`config.mk`:
```
export PLATFORM = sky130hd
export DESIGN_NAME = vend_led_sched
export DESIGN_NICKNAME = d
export VERILOG_FILES = /design/src/rtl/vend_led_pkg.sv /design/src/rtl/vend_tick_500ms.sv /design/src/rtl/vend_led_sched.sv
export SDC_FILE = /design/constraint.sdc
export NUM_CORES = 1
export LEC_CHECK = 0
export BUFFER_PORTS_ARGS = -buffer_cell sky130_fd_sc_hd__buf_4
export CORE_MARGIN = 2
export CORE_UTILIZATION = 40
export CTS_CLUSTER_DIAMETER = 30
export DETAILED_ROUTE_END_ITERATION = 10
export PLACE_DENSITY = 0.63
export SLEW_MARGIN = 20
export SYNTH_ARGS = -nofsm -noshare
export SYNTH_HDL_FRONTEND = slang
export SYNTH_SLANG_ARGS = --single-unit
```
`constraint.sdc`:
```
create_clock -name clk -period 4.8 [get_ports clk]
set_input_delay 0.48 -clock clk [delete_from_list [all_inputs] [get_ports clk]]
set_output_delay 0.48 -clock clk [all_outputs]
set_load 0.05 [all_outputs]
```
`src/rtl/vend_led_pkg.sv`:
```
// Shared state encodings and LED constants for the vending-machine LED scheduler.
package vend_led_pkg;

  typedef enum logic [5:0] {
    IDLE      = 6'b000001,
    FLOW      = 6'b000010,
    BLINK_ON  = 6'b000100,
    BLINK_OFF = 6'b001000,
    GAP       = 6'b010000,
    FAULT     = 6'b100000
  } state_t;

  // LEDs are active-low: a 0 bit lights the LED.
  localparam logic [3:0] LED_OFF = 4'b1111;
  localparam logic [3:0] LED_ALL = 4'b0000;
  localparam logic [3:0] FAULT_A = 4'b1001;
  localparam logic [3:0] FAULT_B = 4'b0110;

endpackage

```
`src/rtl/vend_tick_500ms.sv`:
```
// 500 ms tick generator: counts while run is high, restarts on clr.
module vend_tick_500ms #(
  parameter logic [31:0] CNT_500MS_MAX = 32'd24_999_999
) (
  input  logic clk,
  input  logic rst_n,
  input  logic run,
  input  logic clr,
  output logic tick
);

  logic [31:0] timer;

  assign tick = run && (timer == CNT_500MS_MAX);

  always_ff @(posedge clk or negedge rst_n) begin
    if (!rst_n) begin
      timer <= 32'd0;
    end else if (clr) begin
      timer <= 32'd0;
    end else if (run) begin
      if (tick) timer <= 32'd0;
      else      timer <= timer + 32'd1;
    end
  end

endmodule

```
`src/rtl/vend_led_sched.sv`:
```
// LED scheduler sharing the board LEDs between dispense flow, change blink and fault.
// Fault handling is compiled only when VEND_FAULT_EN is defined.
module vend_led_sched
  import vend_led_pkg::*;
#(
  parameter logic [31:0] CNT_500MS_MAX = 32'd24_999_999,
  parameter int          FLOW_SLOTS    = 4,
  parameter int          BLINK_CNT     = 3
) (
  input  logic       clk,
  input  logic       rst_n,
  input  logic       dispense_req,
  input  logic       change_req,
  input  logic       fault,
  input  logic [3:0] flow_led,
  output logic       flow_en,
  output logic [3:0] led,
  output logic       busy
);

  localparam logic [3:0] FLOW_LAST  = 4'(FLOW_SLOTS - 1);
  localparam logic [3:0] BLINK_LAST = 4'(BLINK_CNT - 1);

  state_t     state;
  state_t     state_next;
  logic [3:0] slot;
  logic [3:0] slot_next;
  logic       pend_disp;
  logic       pend_chg;
  logic       clr_disp;
  logic       clr_chg;
  logic       tick;
  logic       run;
  logic       state_change;

  assign run          = (state != IDLE);
  assign state_change = (state_next != state);

  vend_tick_500ms #(
    .CNT_500MS_MAX(CNT_500MS_MAX)
  ) u_tick (
    .clk  (clk),
    .rst_n(rst_n),
    .run  (run),
    .clr  (state_change),
    .tick (tick)
  );

  always_comb begin
    state_next = state;
    slot_next  = slot;
    clr_disp   = 1'b0;
    clr_chg    = 1'b0;
    case (state)
      IDLE: begin
        if (pend_disp) begin
          state_next = FLOW;
          clr_disp   = 1'b1;
          slot_next  = 4'd0;
        end else if (pend_chg) begin
          state_next = BLINK_ON;
          clr_chg    = 1'b1;
          slot_next  = 4'd0;
        end
      end
      FLOW: begin
        if (tick) begin
          if (slot == FLOW_LAST) state_next = GAP;
          else                   slot_next  = slot + 4'd1;
        end
      end
      BLINK_ON: begin
        if (tick) state_next = BLINK_OFF;
      end
      BLINK_OFF: begin
        if (tick) begin
          if (slot == BLINK_LAST) begin
            state_next = GAP;
          end else begin
            slot_next  = slot + 4'd1;
            state_next = BLINK_ON;
          end
        end
      end
      GAP: begin
        if (tick) state_next = IDLE;
      end
`ifdef VEND_FAULT_EN
      FAULT: begin
        if (!fault) state_next = GAP;
      end
`endif
      default: state_next = IDLE;
    endcase
`ifdef VEND_FAULT_EN
    // Fault pre-empts everything; pending jobs stay queued for afterwards.
    if (fault) begin
      state_next = FAULT;
      clr_disp   = 1'b0;
      clr_chg    = 1'b0;
    end
`endif
  end

  always_ff @(posedge clk or negedge rst_n) begin
    if (!rst_n) begin
      state     <= IDLE;
      slot      <= 4'd0;
      pend_disp <= 1'b0;
      pend_chg  <= 1'b0;
    end else begin
      state     <= state_next;
      slot      <= slot_next;
      pend_disp <= dispense_req | (pend_disp & ~clr_disp);
      pend_chg  <= change_req | (pend_chg & ~clr_chg);
    end
  end

`ifdef VEND_FAULT_EN
  logic fault_phase;

  always_ff @(posedge clk or negedge rst_n) begin
    if (!rst_n)              fault_phase <= 1'b0;
    else if (state != FAULT) fault_phase <= 1'b0;
    else if (tick)           fault_phase <= ~fault_phase;
  end
`else
  logic unused_fault;
  assign unused_fault = fault;
`endif

  // LEDs follow the state register one cycle later.
  always_ff @(posedge clk or negedge rst_n) begin
    if (!rst_n) begin
      led <= LED_OFF;
    end else begin
      case (state)
        FLOW:     led <= flow_led;
        BLINK_ON: led <= LED_ALL;
`ifdef VEND_FAULT_EN
        FAULT:    led <= fault_phase ? FAULT_B : FAULT_A;
`endif
        default:  led <= LED_OFF;
      endcase
    end
  end

  assign flow_en = (state == FLOW);
  assign busy    = (state != IDLE) | pend_disp | pend_chg;

endmodule

```
; ---- Word level (Yosys, flattened, before mapping)
; Cells that the tools add are included.
[totals]
register_bits = 48
in_bits = 9
out_inout_bits = 6
wordCells = 60
[op_classes]
add_sub_neg = 2
n_eq_ne = 15
muxes = 25
bitwise = 8
reduce_logical = 4
[ops]
columns = op, n
row1 = $mux W32, 3
row2 = $mux W6, 7
row3 = $add A32 B1 Y32 const B, 1
row4 = $eq A32 B25 Y1 const B, 1
row5 = $pmux W6 S5, 1
row6 = $mux W4, 6
row7 = $pmux W4 S3, 1
row8 = $eq A4 B2 Y1 const B, 2
row9 = $pmux W4 S2, 1
row10 = $eq A6 B1 Y1 const B, 1
row11 = $eq A6 B2 Y1 const B, 1
row12 = $eq A6 B3 Y1 const B, 1
row13 = $eq A6 B4 Y1 const B, 1
row14 = $eq A6 B5 Y1 const B, 1
row15 = $ne A2 B2 Y1 const B, 3
row16 = $ne A6 B1 Y1 const B, 1
row17 = $ne A6 B6 Y1, 1
row18 = $reduce_and A6 Y1, 1
row19 = $mux W1, 5
row20 = $mux W5, 1
row21 = $add A4 B1 Y4 const B, 1
row22 = $or A1 B1 Y1, 4
row23 = $ne A3 B3 Y1 const B, 1
row24 = $reduce_bool A3 Y1, 1
row25 = other kinds (5), 7

; ---- Logic depth before layout (Yosys ltp)
[logic_depth]
word_depth = 6
depth_mapped = 10
ltp_nobuf = 8

; ---- Hierarchy
; From an unflattened synthesis, not the netlist that was laid out.
[unflattened]
cells_unflattened = 283
area_unflattened_um2 = 2726.4
[modules_own_cells]
columns = module, n_inst, cells_per_inst, area_each_um2, seq_area_each_um2
row1 = vend_tick_500ms, 1, 184, 1715.4, 800.8
row2 = vend_led_sched, 1, 99, 1011.0, 406.6

; ---- Worst setup path before layout
; OpenSTA, ideal clock, no wires.
[synth_timing]
path_kind = flip-flop to flip-flop
start = register state[0]
end = register u_tick.timer[16]
setup_ns = 0.077
arrival_ns = 2.288
required_time_ns = 4.723
setup_slack_ns = 2.435
stages_incl_launch_ff = 10
path_buffers = 3
synth_period_minus_slack_ns = 2.365
cell_sequence = dfstp_2 > buf_2 > or4b_4 > o211a_1 > and3_1 > buf_6 > a31oi_4 > o221ai_2 > buf_2 > a21oi_1
[synth_via]
elab_chain_cells = 6
elab_cells_between_ends = 20
cone_classes = 7 x eq/ne / 11 x mux / 2 x reduce/logical
[synth_lines]
columns = item, line
row1 = from (decl), vend_led_sched.sv:24  ; state_t state;
row2 = from (signal assigned), vend_led_sched.sv:112  ; state <= state_next;
row3 = $ne A6 B1 Y1, vend_led_sched.sv:36  ; assign run = (state != IDLE);
row4 = $logic_and A1 B1 Y1, vend_tick_500ms.sv:14  ; assign tick = run && (timer == CNT_500MS_MAX);
row5 = $mux W6 (on tied branches), n/a
row6 = $pmux W6 S5, vend_led_sched.sv:54  ; case (state)
row7 = $ne A6 B6 Y1, vend_led_sched.sv:37  ; assign state_change = (state_next != state);
row8 = $mux W32 or $reduce_bool A2 Y1 (tied branches), n/a
row9 = to (signal assigned), vend_tick_500ms.sv:23  ; else timer <= timer + 32'd1;
row10 = to (decl), vend_tick_500ms.sv:12  ; logic [31:0] timer;
; Several ways; a longest one is shown, not always the timed one. The select of a mux whose other input is x is not followed.
; A chain may end at the register's enable or synchronous reset.

; ---- Worst setup path in the final report
[layout_timing]
start = register u_tick.timer[8]
end = register u_tick.timer[12]
[layout_via]
elab_chain_cells = 6
elab_cells_between_ends = 13
cone_classes = 1 x add/sub / 2 x eq/ne / 8 x mux / 2 x reduce/logical
[layout_lines]
columns = item
row1 = branches (longest 6 deep; another with $add A32 B1 Y32)
; Parallel ways; which one is timed is not known. The select of a mux whose other input is x is not followed.

==> Flow_metrics.wiki <==
{| class="wikitable"
! Metric !! Value
|-
| Result of the run || finished, final reports clean
|-
| Startpoint type of the worst setup path || flop
|-
| Total Nets Final || 320
|-
| Die extent in x || 86.4 microns
|-
| Area share of the leading cell type in the synthesized netlist || 39.6%
|-
| Number of buffers inserted for hold repair after clock tree synthesis || 0
|-
| Initial DRT Pass Iterations || 4
|-
| Share of post-route cells with drive strength above 1 || 11.3%
|-
| Sequential share of the synthesized area || 44.5%
|-
| Via count || 2194
|-
| Worst vdd ir || 0.170 mV
|-
| Launching point of the worst reg2reg path || u_tick.timer[8]
|-
| Warnings from Yosys || 0
|-
| P_int || 616 uW
|-
| Weighted congestion at the end of routability-driven global placement || 0.871
|-
| Worst r2r path cells || 6
|-
| Clock latency reported for the late side of the worst-skew pair || 0.31 ns
|-
| Overall die height || 86.4 microns
|-
| Cells after Synth || 297
|-
| Number of enable-type register cells in the synthesized netlist || 0
|-
| Synthesis-stage register bit count || 48
|-
| Worst slack after detailed placement || 1.78 ns
|-
| RSZ-0062 raised after global routing || no
|-
| Pins Over Slew Limit || 0
|-
| Overflow left after global routing || 0
|-
| Global router's overall resource usage || 16.2%
|-
| Power density over the cells || 318 nW/um^2
|-
| Number of placed I/O pins || 15
|-
| Hold Crit Class || in -> async
|-
| Die Footprint || 7460 sq um
|-
| Mean routed wirelength per cell || 15.1 microns
|-
| Buffers added on ports || 13
|-
| Buffers inserted during post-CTS setup optimization || 0
|-
| Number of global-route vias before repair || 1977
|-
| Largest cells by area after synthesis || dfrtp_1 40%, nor2_1 7.1%, xor2_1 5.8%
|-
| Routed vias/inst || 5.64
|-
| Area growth from synthesis to layout || 8.80%
|-
| Minimum hold slack || 0.180 ns
|-
| Slew Limit Headroom || 27.2%
|-
| Area of placed instances || 2860 sq um
|-
| Antenna violations before repair || 0
|-
| Hold Vio Cnt, Final || 0
|-
| Master cell of the clock root buffer || clkbuf_8
|-
| Clock Skews || 0.00997 ns
|-
| Final Power || 938 uW
|-
| Total nets after synthesis || 309
|-
| Post-route design area || 2950 sq um
|-
| P_leak || 1.20 nW
|-
| DRT iter0 DRCs || 174
|-
| Sort of element at the end of the critical path || flop
|-
| Crit-path max FO || 22
|-
| Met2 Usage GRT || 25.2%
|-
| Share of async-settable or async-resettable flops after synthesis || 100%
|-
| Cell row count || 30
|-
| Clock slew seen by the registers of the worst setup and hold paths || 0.09 ns
|-
| Clk pwr share || 27.5%
|-
| Met3 Use GR || 3.05%
|-
| Period utilization || 62.9%
|-
| Synth top cells by count || 51 x nor2_1, 43 x dfrtp_1, 23 x nand2_1
|-
| Number of remaining DRC errors || 0
|-
| Clk sinks || 48
|-
| Power spent charging and discharging nets || 323 uW
|-
| Core area || 6680 sq um
|-
| Starting utilization of the core area || 40.6%
|-
| Proportion of power drawn by combinational gates || 23.3%
|-
| Remaining antenna violation count after routing || 0
|-
| # setup viols final || 0
|-
| Setup Total Neg Slack || 0 ns
|-
| Number of H-tree levels || 2
|-
| Signal arrival time at the worst endpoint || 3.17 ns
|-
| Synthesized cell area || 2720 sq um
|-
| Diodes inserted || 0
|-
| Cell taking the most area after synthesis || dfrtp_1
|-
| Timing startpoint of the critical path || u_tick.timer[8]
|-
| Maximum count of clock buffers along a single path || 2
|-
| Highest clock frequency the design can meet || 0.331 GHz
|-
| Number of maximum-capacitance constraint violations || 0
|-
| Min setup slack post-route || 1.78 ns
|-
| Total clock buffers created by CTS || 5
|-
| Primary FF master, synth || dfrtp_1
|-
| Global-route layer with the greatest usage || met2
|-
| Slew of the pin with the lowest slew margin || 1.09 ns
|-
| Destination of the critical timing path || u_tick.timer[12]
|-
| Crit path time final || 3.02 ns
|-
| Capture instance of the worst register-to-register path || u_tick.timer[12]
|-
| Class of the most critical setup path || reg -> reg
|-
| CTS tree || yes
|-
| Half-perimeter wire length after detailed placement || 3.96 mm
|-
| Worst reg2reg setup slack || 1.78 ns
|-
| Number of distinct library cell variants in the gate-level netlist after synthesis || 51
|-
| Total Wirelength || 5.89 mm
|-
| Most numerous cell in the Yosys netlist || nor2_1
|-
| Pin count of the biggest net entering global routing || 49
|-
| Share of total power in sequential cells || 49.2%
|-
| Required time worst endpoint || 4.95 ns
|-
| Mean instance size in the synthesized netlist || 9.14 sq um
|-
| Number of cells upsized or downsized after cts || 0
|-
| Sw Share || 34.4%
|-
| Met1 layer usage reported by global route || 23.1%
|-
| First-pass GRT wire length || 9.63 mm
|}
-- worst max-delay path, stage by stage, from the launching register on --
cell and delay (ns):
dfrtp_1 0.44, or4_4 0.57, nor4_2 0.28, and3_1 0.42, a31oi_4 0.15, o221ai_2 0.84, nor3_1 0.14
-- stage by stage --
| step | util [%] | std cells |
|---|---|---|
| 2_1_floorplan | - | 297 |
| 6_report | 44.2 | 389 |
| 4_1_cts | 44.2 | 389 |
| 3_5_place_dp | 42.9 | 381 |
| 5_1_grt | 44.2 | 389 |
| 3_3_place_gp | 42.9 | 381 |
-- logic make-up (layout without fill, tap and decap cells) --
family / count (synthesis) / in the layout / synth area share, %
simple gates: 145 / 145 / 27.9
compound gates: 52 / 52 / 13.6
flops: 48 / 48 / 44.5
xor+xnor: 29 / 29 / 9.35
buf+inv: 19 / 31 / 3.18
fa+ha+maj: 3 / 3 / 1.38
other cells: 1 / 1 / 0.138
-- registers in the layout (all words and copies together), names as in the netlist --
register      cells
state             6
u_tick.timer     32
pend_disp         1
slot              4
led               4
pend_chg          1
-- routing by layer --
metal  routed length (microns)  up-vias
met3                       162        6
met5                         0        -
met2                      2720       29
met1                      2930     1074
li1                          -     1085
met4                        81        0
-- layout make-up --
type,count,area [sq um]
fillers,659,3730
multi-input cells,230,1420
flip-flops and latches,48,1210
well taps,80,100
repair buffers,13,97.6
clock buffers,8,90.1
inverters,10,37.5
-- cell usage in the layout, fill, tap and decap left out, types with 2 or more instances in the layout --
cell	count
nand3_1	16
a211oi_1	4
o21ai_0	7
xor2_1	18
o211ai_1	2
o21a_1	6
dfrtp_1	43
nand4_1	13
or4_1	4
o211a_1	2
nor3_1	13
and3_1	2
a21o_1	6
o31ai_1	2
or2_2	2
ha_1	3
clkbuf_8	6
nand2_1	23
nor4_2	2
o21ai_1	2
inv_1	10
nor2_1	51
xnor2_1	11
nor4_1	5
a31oi_1	2
clkbuf_1	2
buf_4	13
a21oi_1	11
dfstp_2	5
or4_4	2
-- worst min-delay path by stage --
stage	start	to	slack (ns)	cells after the start
floorplan	rst_n	pend_chg	0.18	0
global placement	slot[0]	slot[0]	0.52	1
detailed placement	slot[0]	slot[0]	0.52	1
CTS	rst_n	state[3]	0.21	1
global route	rst_n	slot[0]	0.23	1
finish	rst_n	slot[0]	0.18	1
-- power by group through the flow --
stage | clock network, mW | registers [mW] | logic, mW
3_5_place_dp | 0 | 0.467 | 0.217
3_3_place_gp | 0 | 0.467 | 0.217
4_1_cts | 0.263 | 0.460 | 0.219
2_1_floorplan | 0 | 0.454 | 0.176
5_1_grt | 0.278 | 0.463 | 0.238
6_report | 0.258 | 0.461 | 0.219
No activity file was read; power rests on OpenSTA's default activity.
